[src/rtl/display_scan_driver.sv]
// 8-digit multiplexed 7-segment driver: hex or double-dabble decimal value
// on d0..d4, status on d7. Option macro: LEADING_ZERO_BLANK_EN.
// Ports: clk, reset (async, active-low), load, value, status, mode,
//        busy, an (active-low one-hot), seg {g..a} (active-low), dp (off).
module display_scan_driver #(
  parameter int REFRESH_DIV = 100000,
  parameter int VALUE_W     = 16
) (
  input  logic               clk,
  input  logic               reset,
  input  logic               load,
  input  logic [VALUE_W-1:0] value,
  input  logic [2:0]         status,
  input  logic               mode,
  output logic               busy,
  output logic [7:0]         an,
  output logic [6:0]         seg,
  output logic               dp
);

  localparam logic [1:0] S_IDLE  = 2'd0;
  localparam logic [1:0] S_SHIFT = 2'd1;
  localparam logic [1:0] S_DONE  = 2'd2;

  localparam int CW = $clog2(REFRESH_DIV);
  localparam logic [CW-1:0] RC_TOP = CW'(REFRESH_DIV - 1);

  // digit code: bit 4 set means blank
  localparam logic [4:0] BLANK = 5'h10;

  logic [1:0]         state;
  logic [3:0]         cnt;
  logic [19:0]        bcd;
  logic [19:0]        adj;
  logic [VALUE_W-1:0] bin;
  logic [2:0]         cap_stat;
  logic               hex_pend;

  logic [7:0][4:0]    dig;
  logic [7:0][4:0]    hex_d;
  logic [7:0][4:0]    dec_d;

  logic [CW-1:0]      rcnt;
  logic [2:0]         idx;

  assign busy = (state == S_SHIFT);
  assign dp   = 1'b1;

  function automatic logic [6:0] seg7(input logic [4:0] d);
    logic [6:0] s;
    s = 7'h7F;
    if (!d[4]) begin
      case (d[3:0])
        4'h0: s = 7'b1000000;
        4'h1: s = 7'b1111001;
        4'h2: s = 7'b0100100;
        4'h3: s = 7'b0110000;
        4'h4: s = 7'b0011001;
        4'h5: s = 7'b0010010;
        4'h6: s = 7'b0000010;
        4'h7: s = 7'b1111000;
        4'h8: s = 7'b0000000;
        4'h9: s = 7'b0010000;
        4'hA: s = 7'b0001000;
        4'hB: s = 7'b0000011;
        4'hC: s = 7'b1000110;
        4'hD: s = 7'b0100001;
        4'hE: s = 7'b0000110;
        default: s = 7'b0001110;
      endcase
    end
    return s;
  endfunction

  // add-3 correction ahead of each shift
  always_comb begin
    adj = bcd;
    for (int i = 0; i < 5; i++) begin
      if (bcd[4*i +: 4] >= 4'd5)
        adj[4*i +: 4] = bcd[4*i +: 4] + 4'd3;
    end
  end

  always_comb begin
`ifdef LEADING_ZERO_BLANK_EN
    logic lz;
`endif
    hex_d = {8{BLANK}};
    for (int i = 0; i < 4; i++)
      hex_d[i] = {1'b0, bin[4*i +: 4]};
    hex_d[7] = {2'b00, cap_stat};
`ifdef LEADING_ZERO_BLANK_EN
    lz = 1'b1;
    for (int i = 3; i >= 1; i--) begin
      if (hex_d[i][3:0] != 4'd0) lz = 1'b0;
      if (lz) hex_d[i] = BLANK;
    end
`endif
  end

  always_comb begin
`ifdef LEADING_ZERO_BLANK_EN
    logic lz;
`endif
    dec_d = {8{BLANK}};
    for (int i = 0; i < 5; i++)
      dec_d[i] = {1'b0, bcd[4*i +: 4]};
    dec_d[7] = {2'b00, cap_stat};
`ifdef LEADING_ZERO_BLANK_EN
    lz = 1'b1;
    for (int i = 4; i >= 1; i--) begin
      if (dec_d[i][3:0] != 4'd0) lz = 1'b0;
      if (lz) dec_d[i] = BLANK;
    end
`endif
  end

  // capture and converter; a new load always restarts
  always_ff @(posedge clk or negedge reset) begin
    if (!reset) begin
      state    <= S_IDLE;
      cnt      <= '0;
      bcd      <= '0;
      bin      <= '0;
      cap_stat <= '0;
      hex_pend <= 1'b0;
    end else begin
      hex_pend <= 1'b0;
      if (load) begin
        bin      <= value;
        cap_stat <= status;
        bcd      <= '0;
        cnt      <= '0;
        if (mode) begin
          state <= S_SHIFT;
        end else begin
          state    <= S_IDLE;
          hex_pend <= 1'b1;
        end
      end else begin
        unique case (state)
          S_SHIFT: begin
            bcd <= {adj[18:0], bin[VALUE_W-1]};
            bin <= {bin[VALUE_W-2:0], 1'b0};
            cnt <= cnt + 4'd1;
            if (cnt == 4'd15) state <= S_DONE;
          end
          S_DONE:  state <= S_IDLE;
          default: state <= S_IDLE;
        endcase
      end
    end
  end

  // shadowed digit registers; whole field swaps on one edge
  always_ff @(posedge clk or negedge reset) begin
    if (!reset) begin
      dig <= {8{BLANK}};
    end else begin
      if (!busy) dig[7] <= {2'b00, status};
      if (hex_pend)
        dig <= hex_d;
      else if (state == S_DONE)
        dig <= dec_d;
    end
  end

  // an and seg both registered from idx so they never skew
  always_ff @(posedge clk or negedge reset) begin
    if (!reset) begin
      rcnt <= '0;
      idx  <= '0;
      an   <= 8'hFF;
      seg  <= 7'h7F;
    end else begin
      an  <= ~(8'd1 << idx);
      seg <= seg7(dig[idx]);
      if (rcnt == RC_TOP) begin
        rcnt <= '0;
        idx  <= idx + 3'd1;
      end else begin
        rcnt <= rcnt + 1'b1;
      end
    end
  end

endmodule

[config.mk]
export PLATFORM = sky130hd
export DESIGN_NAME = display_scan_driver
export DESIGN_NICKNAME = d
export VERILOG_FILES = /design/src/rtl/display_scan_driver.sv
export SDC_FILE = /design/constraint.sdc
export NUM_CORES = 1
export LEC_CHECK = 0
export ABC_CLOCK_PERIOD_IN_PS = 2760
export BUFFER_PORTS_ARGS = -buffer_cell sky130_fd_sc_hd__buf_2
export CAP_MARGIN = 30
export CORE_ASPECT_RATIO = 0.7
export CORE_UTILIZATION = 43
export DETAILED_ROUTE_END_ITERATION = 16
export GPL_ROUTABILITY_DRIVEN = 0
export HOLD_SLACK_MARGIN = 0.02
export PLACE_DENSITY = 0.58
export SETUP_SLACK_MARGIN = 0.02
export SLEW_MARGIN = 10
export SYNTH_ARGS = -nofsm -noshare
export SYNTH_HDL_FRONTEND = slang
export SYNTH_SLANG_ARGS = --single-unit
[constraint.sdc]
create_clock -name clk -period 2.76 [get_ports clk]
set_input_delay 0.552 -clock clk [delete_from_list [all_inputs] [get_ports clk]]
set_output_delay 0.552 -clock clk [all_outputs]
set_load 0.01 [all_outputs]
# Yosys cells after proc, flatten, opt, wreduce, memory -nomap -nowiden
# Memories as Yosys holds them, arrays and structs flattened.
# Index checks and enable logic that the tools add are counted.
[word_totals] romBits=112 ram_bits=0 memories=1 elab_cells=67 regBits=121 out_inout_bits=17 latch_bits=0
[classes] n_addsub=8 div_mod_pow=0 mul=0 n_reduce_logical=2 muxes=24 eq_ne=6 bitwise=1 shift=1 magnitude_cmp=6
[memory_table] name="(no name shown)" depth=16 word_bits=7 read_ports=1 rd_clocked_by_memory_dff=0 wr=0 line_no="53" rtl="case (d[3:0])"
[ops] op="$mux W40" n=2
[ops] op="$mux W20" n=2
[ops] op="$mux W16" n=2
[ops] op="$mux W4" n=6
[ops] op="$ge A4 B3 Y1 const B" n=5
[ops] op="$add A17 B1 Y17 const B" n=1
[ops] op="$eq A17 B17 Y1 const B" n=1
[ops] op="$mux W17" n=1
[ops] op="$add A4 B2 Y4 const B" n=4
[ops] op="$bmux W5 S3" n=1
[ops] op="$mux W5" n=2
[ops] op="$not A8 Y8" n=1
[ops] op="$shl A1 B3 Y8 const A" n=1
[ops] op="$mux W7" n=1
[ops] op="$mux W2" n=3
[ops] op="$add A4 B1 Y4 const B" n=1
[ops] op="$eq A4 B4 Y1 const B" n=1
[ops] op="$lt A3 B4 Y1 const B" n=1
[ops] op="$reduce_bool A2 Y1" n=2
[ops] op="$add A3 B1 Y3 const B" n=1
[ops] op="$add A3 B2 Y3 const B" n=1
[ops] op="$mux W1" n=3
[ops] op="$mux W3" n=1
[ops] op="$ne A3 B1 Y1 const B" n=1
[ops] op="3 further kinds" n=3

# Longest topological paths before layout
[depth] depth_word=4 mapped_depth=10 depth_no_buf=9

# Worst setup path before layout
# OpenSTA, ideal clock, no wires.
[synth_timing] path_kind="register to register" from="register idx[0]" to="register seg[3]" slack_ns=0.519 synth_period_minus_slack_ns=2.241 path_stages_with_launch=10 path_buffers=1 setup_time_ns=0.063 arrival_ns=2.178 path_cell_list="dfrtp_1 > buf_6 > nor2_1 > a221oi_1 > a221oi_1 > inv_1 > ha_1 > o211ai_1 > o21ai_2 > nand2_1"
[synth_via] elab_chain_len=4
[synth_rtl] item="start, declared" line_no="44" rtl="logic [2:0] idx;"
[synth_rtl] item="start signal, assigned" line_no="180" rtl="idx <= idx + 3'd1;"
[synth_rtl] item="$bmux W5 S3 *" line_no="177" rtl="seg <= seg7(dig[idx]);"
[synth_rtl] item="$mux W5 (implied by the code) *" line_no="177"
[synth_rtl] item="$mem_v2 Z16 W7"
[synth_rtl] item="$mux W7 *" line_no="52" rtl="if (!d[4]) begin"
[synth_rtl] item="end signal, assigned" line_no="177"
[synth_rtl] item="end, declared" line_no="17" rtl="output logic [6:0] seg,"
# Every way passes the cells marked *; elsewhere a longest branch is shown, timed or not. The select of a mux whose other input is x is not followed.
# A chain may end at the register's enable or synchronous reset.

# Worst setup path in the final report
# Ends and elaborated chain as after synthesis.

==> flow_metrics.tcl <==
set metrics [dict create \
    run_status "finished, final reports clean" \
    timing.setup.critical_path_class "reg -> reg" \
    cts_resized 0 \
    antenna_found_initial 0 \
    setup_total_negative_slack_ns 0 \
    critical_path.endpoint_type "flip-flop" \
    met3WireLength_um 493 \
    synth_edf_count 0 \
    synth-seq-cells 108 \
    clock_insertion_delay_worst_skew_ns 0.35 \
    drt_iter0_markers 312 \
    ir_drop_mv 0.2902 \
    area_delta_synth_final_pct 11.94 \
    final-max-slew-violation-count 0 \
    grt_pass1_vias 3744 \
    max_cap_violation_count 0 \
    final_hold_viol_count 0 \
    die_w_um 136.3 \
    timing.max_slew.rel_slack 0.5081 \
    fin_area_um2 6078 \
    detailedPlacementHpwl_um 7999 \
    least_margin_pin_slew_ns 0.7174 \
    achievable-frequency_ghz 0.4449 \
    via_count 3925 \
    cts-buffers-inserted 9 \
    grt_pass1_wl_um 19510 \
    clock_tree.htree_level_count 3 \
    total_switching_power_mw 0.9812 \
    synth.lib_cells_used.distinct 45 \
    post_synth_fa_ha_maj_area_fraction 0.05530 \
    seq_power_share 0.498 \
    clkSinkCount 108 \
    ys_seq_area_frac 0.5021 \
    finalCritPeriodShare 0.8143 \
    pwr-share-clk 0.375 \
    min_setup_slack_post_route_ns 0.5124 \
    totalPowerFinal_mw 3.599 \
    die_h_um 96.02 \
    p_leak_nw 2.612 \
    avgViaCountPerCell 5.283 \
    yosys.area_share.xor_xnor 0.04194 \
    io-pin-count 40 \
    fin_crit_ns 2.248 \
    most-common-layout-cells "sky130_fd_sc_hd__nand2_1 (91), sky130_fd_sc_hd__dfrtp_1 (89), sky130_fd_sc_hd__o21ai_0 (57)" \
    pwr_density_cell_nw_per_um2 592.2 \
    design.core.area_um2 12020 \
    share_of_layout_cells_above_drive_strength_1 0.1570 \
    worst_clock_skew_ns 0.01423 \
    multi_input_area_um2 2471 \
    cp.arrival_ns 2.52 \
    switching_share 0.2726 \
    worst-path-max-fanout 14 \
    rows 33 \
    ctsHoldBuffers 0 \
    start_util 0.4519 \
    cell_area_after_technology_mapping_um2 5430 \
    final.fill_count 1103 \
    synth_compound_area_frac 0.1205 \
    combinationalPowerShare 0.127 \
    drt_first_pass_iters 4 \
    grt_start_max_net_pins 68 \
    synth-main-ff-cell "sky130_fd_sc_hd__dfrtp_1" \
    cell_internal_pwr_mw 2.618 \
    portBuffers 38 \
    design.die.area_um2 13090 \
    root_buffer_cell "sky130_fd_sc_hd__clkbuf_16" \
    antennaDiodeCount 0 \
    timing.critical_path.required_ns 3.04 \
    asyncSetResetFlopFracSynth 1.000 \
    met1_length_um 6412 \
    placed_cell_area_um2 5773 \
    grt_remaining_overflow 0 \
    finalSetupViolCount 0 \
    post_cts.repair.setup_buffers 0 \
    numPlacedInstances 727 \
    worst_setup_path_start_kind "flip-flop" \
    hold_path.class "in -> async" \
    grt_use_total 0.1950 \
    synthMuxAreaShare 0.08802 \
    wl_per_cell_um 15.82 \
    nets 628 \
    synthSimpleGateAreaFrac 0.1482 \
    clkSlewWorstSetupHoldPaths_ns 0.08 \
    post-place-ws_ns 0.5159 \
    unrepaired_setup_endpoints_after_global_routing "false" \
    finalNonFillerCells 743 \
    maxUsedRoutingLayer "met4" \
    cts_tree "done" \
    gate_count_post_synth 551 \
    synth-warning-count 0 \
    clock_path_buffers 2 \
    fin_util 0.5059 \
    ff_latch_area_um2 2726 \
    post_synth.cell_area_avg_um2 9.855 \
    layout.cells.most_common "sky130_fd_sc_hd__nand2_1" \
    route.detailed.drc 0 \
    combinational_family_with_the_most_area_after_synthesis "simple AND/OR/NAND/NOR gates" \
    finalHoldWorstSlack_ns 0.2010 \
    postRouteAntennaNets 0 \
    ff2ff_setup_slack_ns 0.51 \
    synth_fp_nets 598 \
    totalWireLength_um 11750 \
    met2_wirelength_um 4797 \
]
## synth_stat cells (all sizes together), types with 12 or more instances
| master | n | area [um^2] |
|---|---|---|
| nand2 | 91 | 341.6 |
| dfrtp | 89 | 2227 |
| o21ai | 59 | 302.8 |
| mux2i | 44 | 440.4 |
| nor2 | 33 | 123.9 |
| a21oi | 32 | 160.2 |
| ha | 24 | 300.3 |
| inv | 20 | 75.07 |
| dfstp | 19 | 499.2 |
| clkbuf | 16 | 60.06 |
| buf | 14 | 96.33 |
| nand3 | 14 | 70.07 |
| xor2 | 14 | 122.6 |
| xnor2 | 12 | 105.1 |
## per-layer routing
layer  track usage  vias to the layer above
met3       0.04160                        4
met5             0                        -
li1              -                     1942
met4       0.03889                        0
met2        0.2762                       77
met1        0.3020                     1902
## worst paths after layout
kind	start	endpoint	depth (start not counted)
worst max-delay path	idx[0]$_DFFE_PN0N_	seg[3]$_DFF_PN1_	8
worst min-delay path	reset	rcnt[13]$_DFF_PN0_	1
worst max register to register	idx[0]$_DFFE_PN0N_	seg[3]$_DFF_PN1_	8
worst min register to register	rcnt[4]$_DFF_PN0_	rcnt[4]$_DFF_PN0_	1
max in group asynchronous	reset	dig[29]$_DFFE_PN1P_	2
min in group clk	mode	hex_pend$_DFF_PN0_	2
## registers in the layout, summed over array words and instances (netlist names)
register and cells:
dig 27, bcd 20, rcnt 17, bin 16, an 8, seg 7
cnt 4, cap_stat 3, idx 3, state 2, hex_pend 1
## final cells by class
| type | count | share of cell area |
|---|---|---|
| inverters | 21 | 0.01297 |
| well taps | 157 | 0.03232 |
| flip-flops and latches | 108 | 0.4485 |
| repair buffers | 49 | 0.04940 |
| clock inverters | 7 | 0.01317 |
| multi-input cells | 392 | 0.4065 |
| clock buffers | 9 | 0.03705 |
## logic make-up after synthesis
group           count (synthesis)
xor+xnor                       26
flops                         108
other cells                     1
simple gates                  180
buf+inv                        51
mux                            47
fa+ha+maj                      24
compound gates                114
## critical path: stages, from the launching register on
cell	delay [ns]
sky130_fd_sc_hd__dfrtp_1	0.68
sky130_fd_sc_hd__and2_2	0.27
sky130_fd_sc_hd__a221oi_1	0.08
sky130_fd_sc_hd__a221oi_1	0.29
sky130_fd_sc_hd__inv_1	0.15
sky130_fd_sc_hd__ha_1	0.33
sky130_fd_sc_hd__o211ai_1	0.22
sky130_fd_sc_hd__o21ai_2	0.07
sky130_fd_sc_hd__nand2_1	0.07
## power groups by stage
stage / sequential, mW / combinational, mW / clock (mW)
floorplan: 1.81 / 0.290 / 0
global placement: 1.82 / 0.445 / 0
detailed placement: 1.82 / 0.457 / 0
CTS: 1.79 / 0.461 / 1.38
global route: 1.81 / 0.514 / 1.44
finish: 1.79 / 0.456 / 1.35
Power figures use the tool's default switching activity.
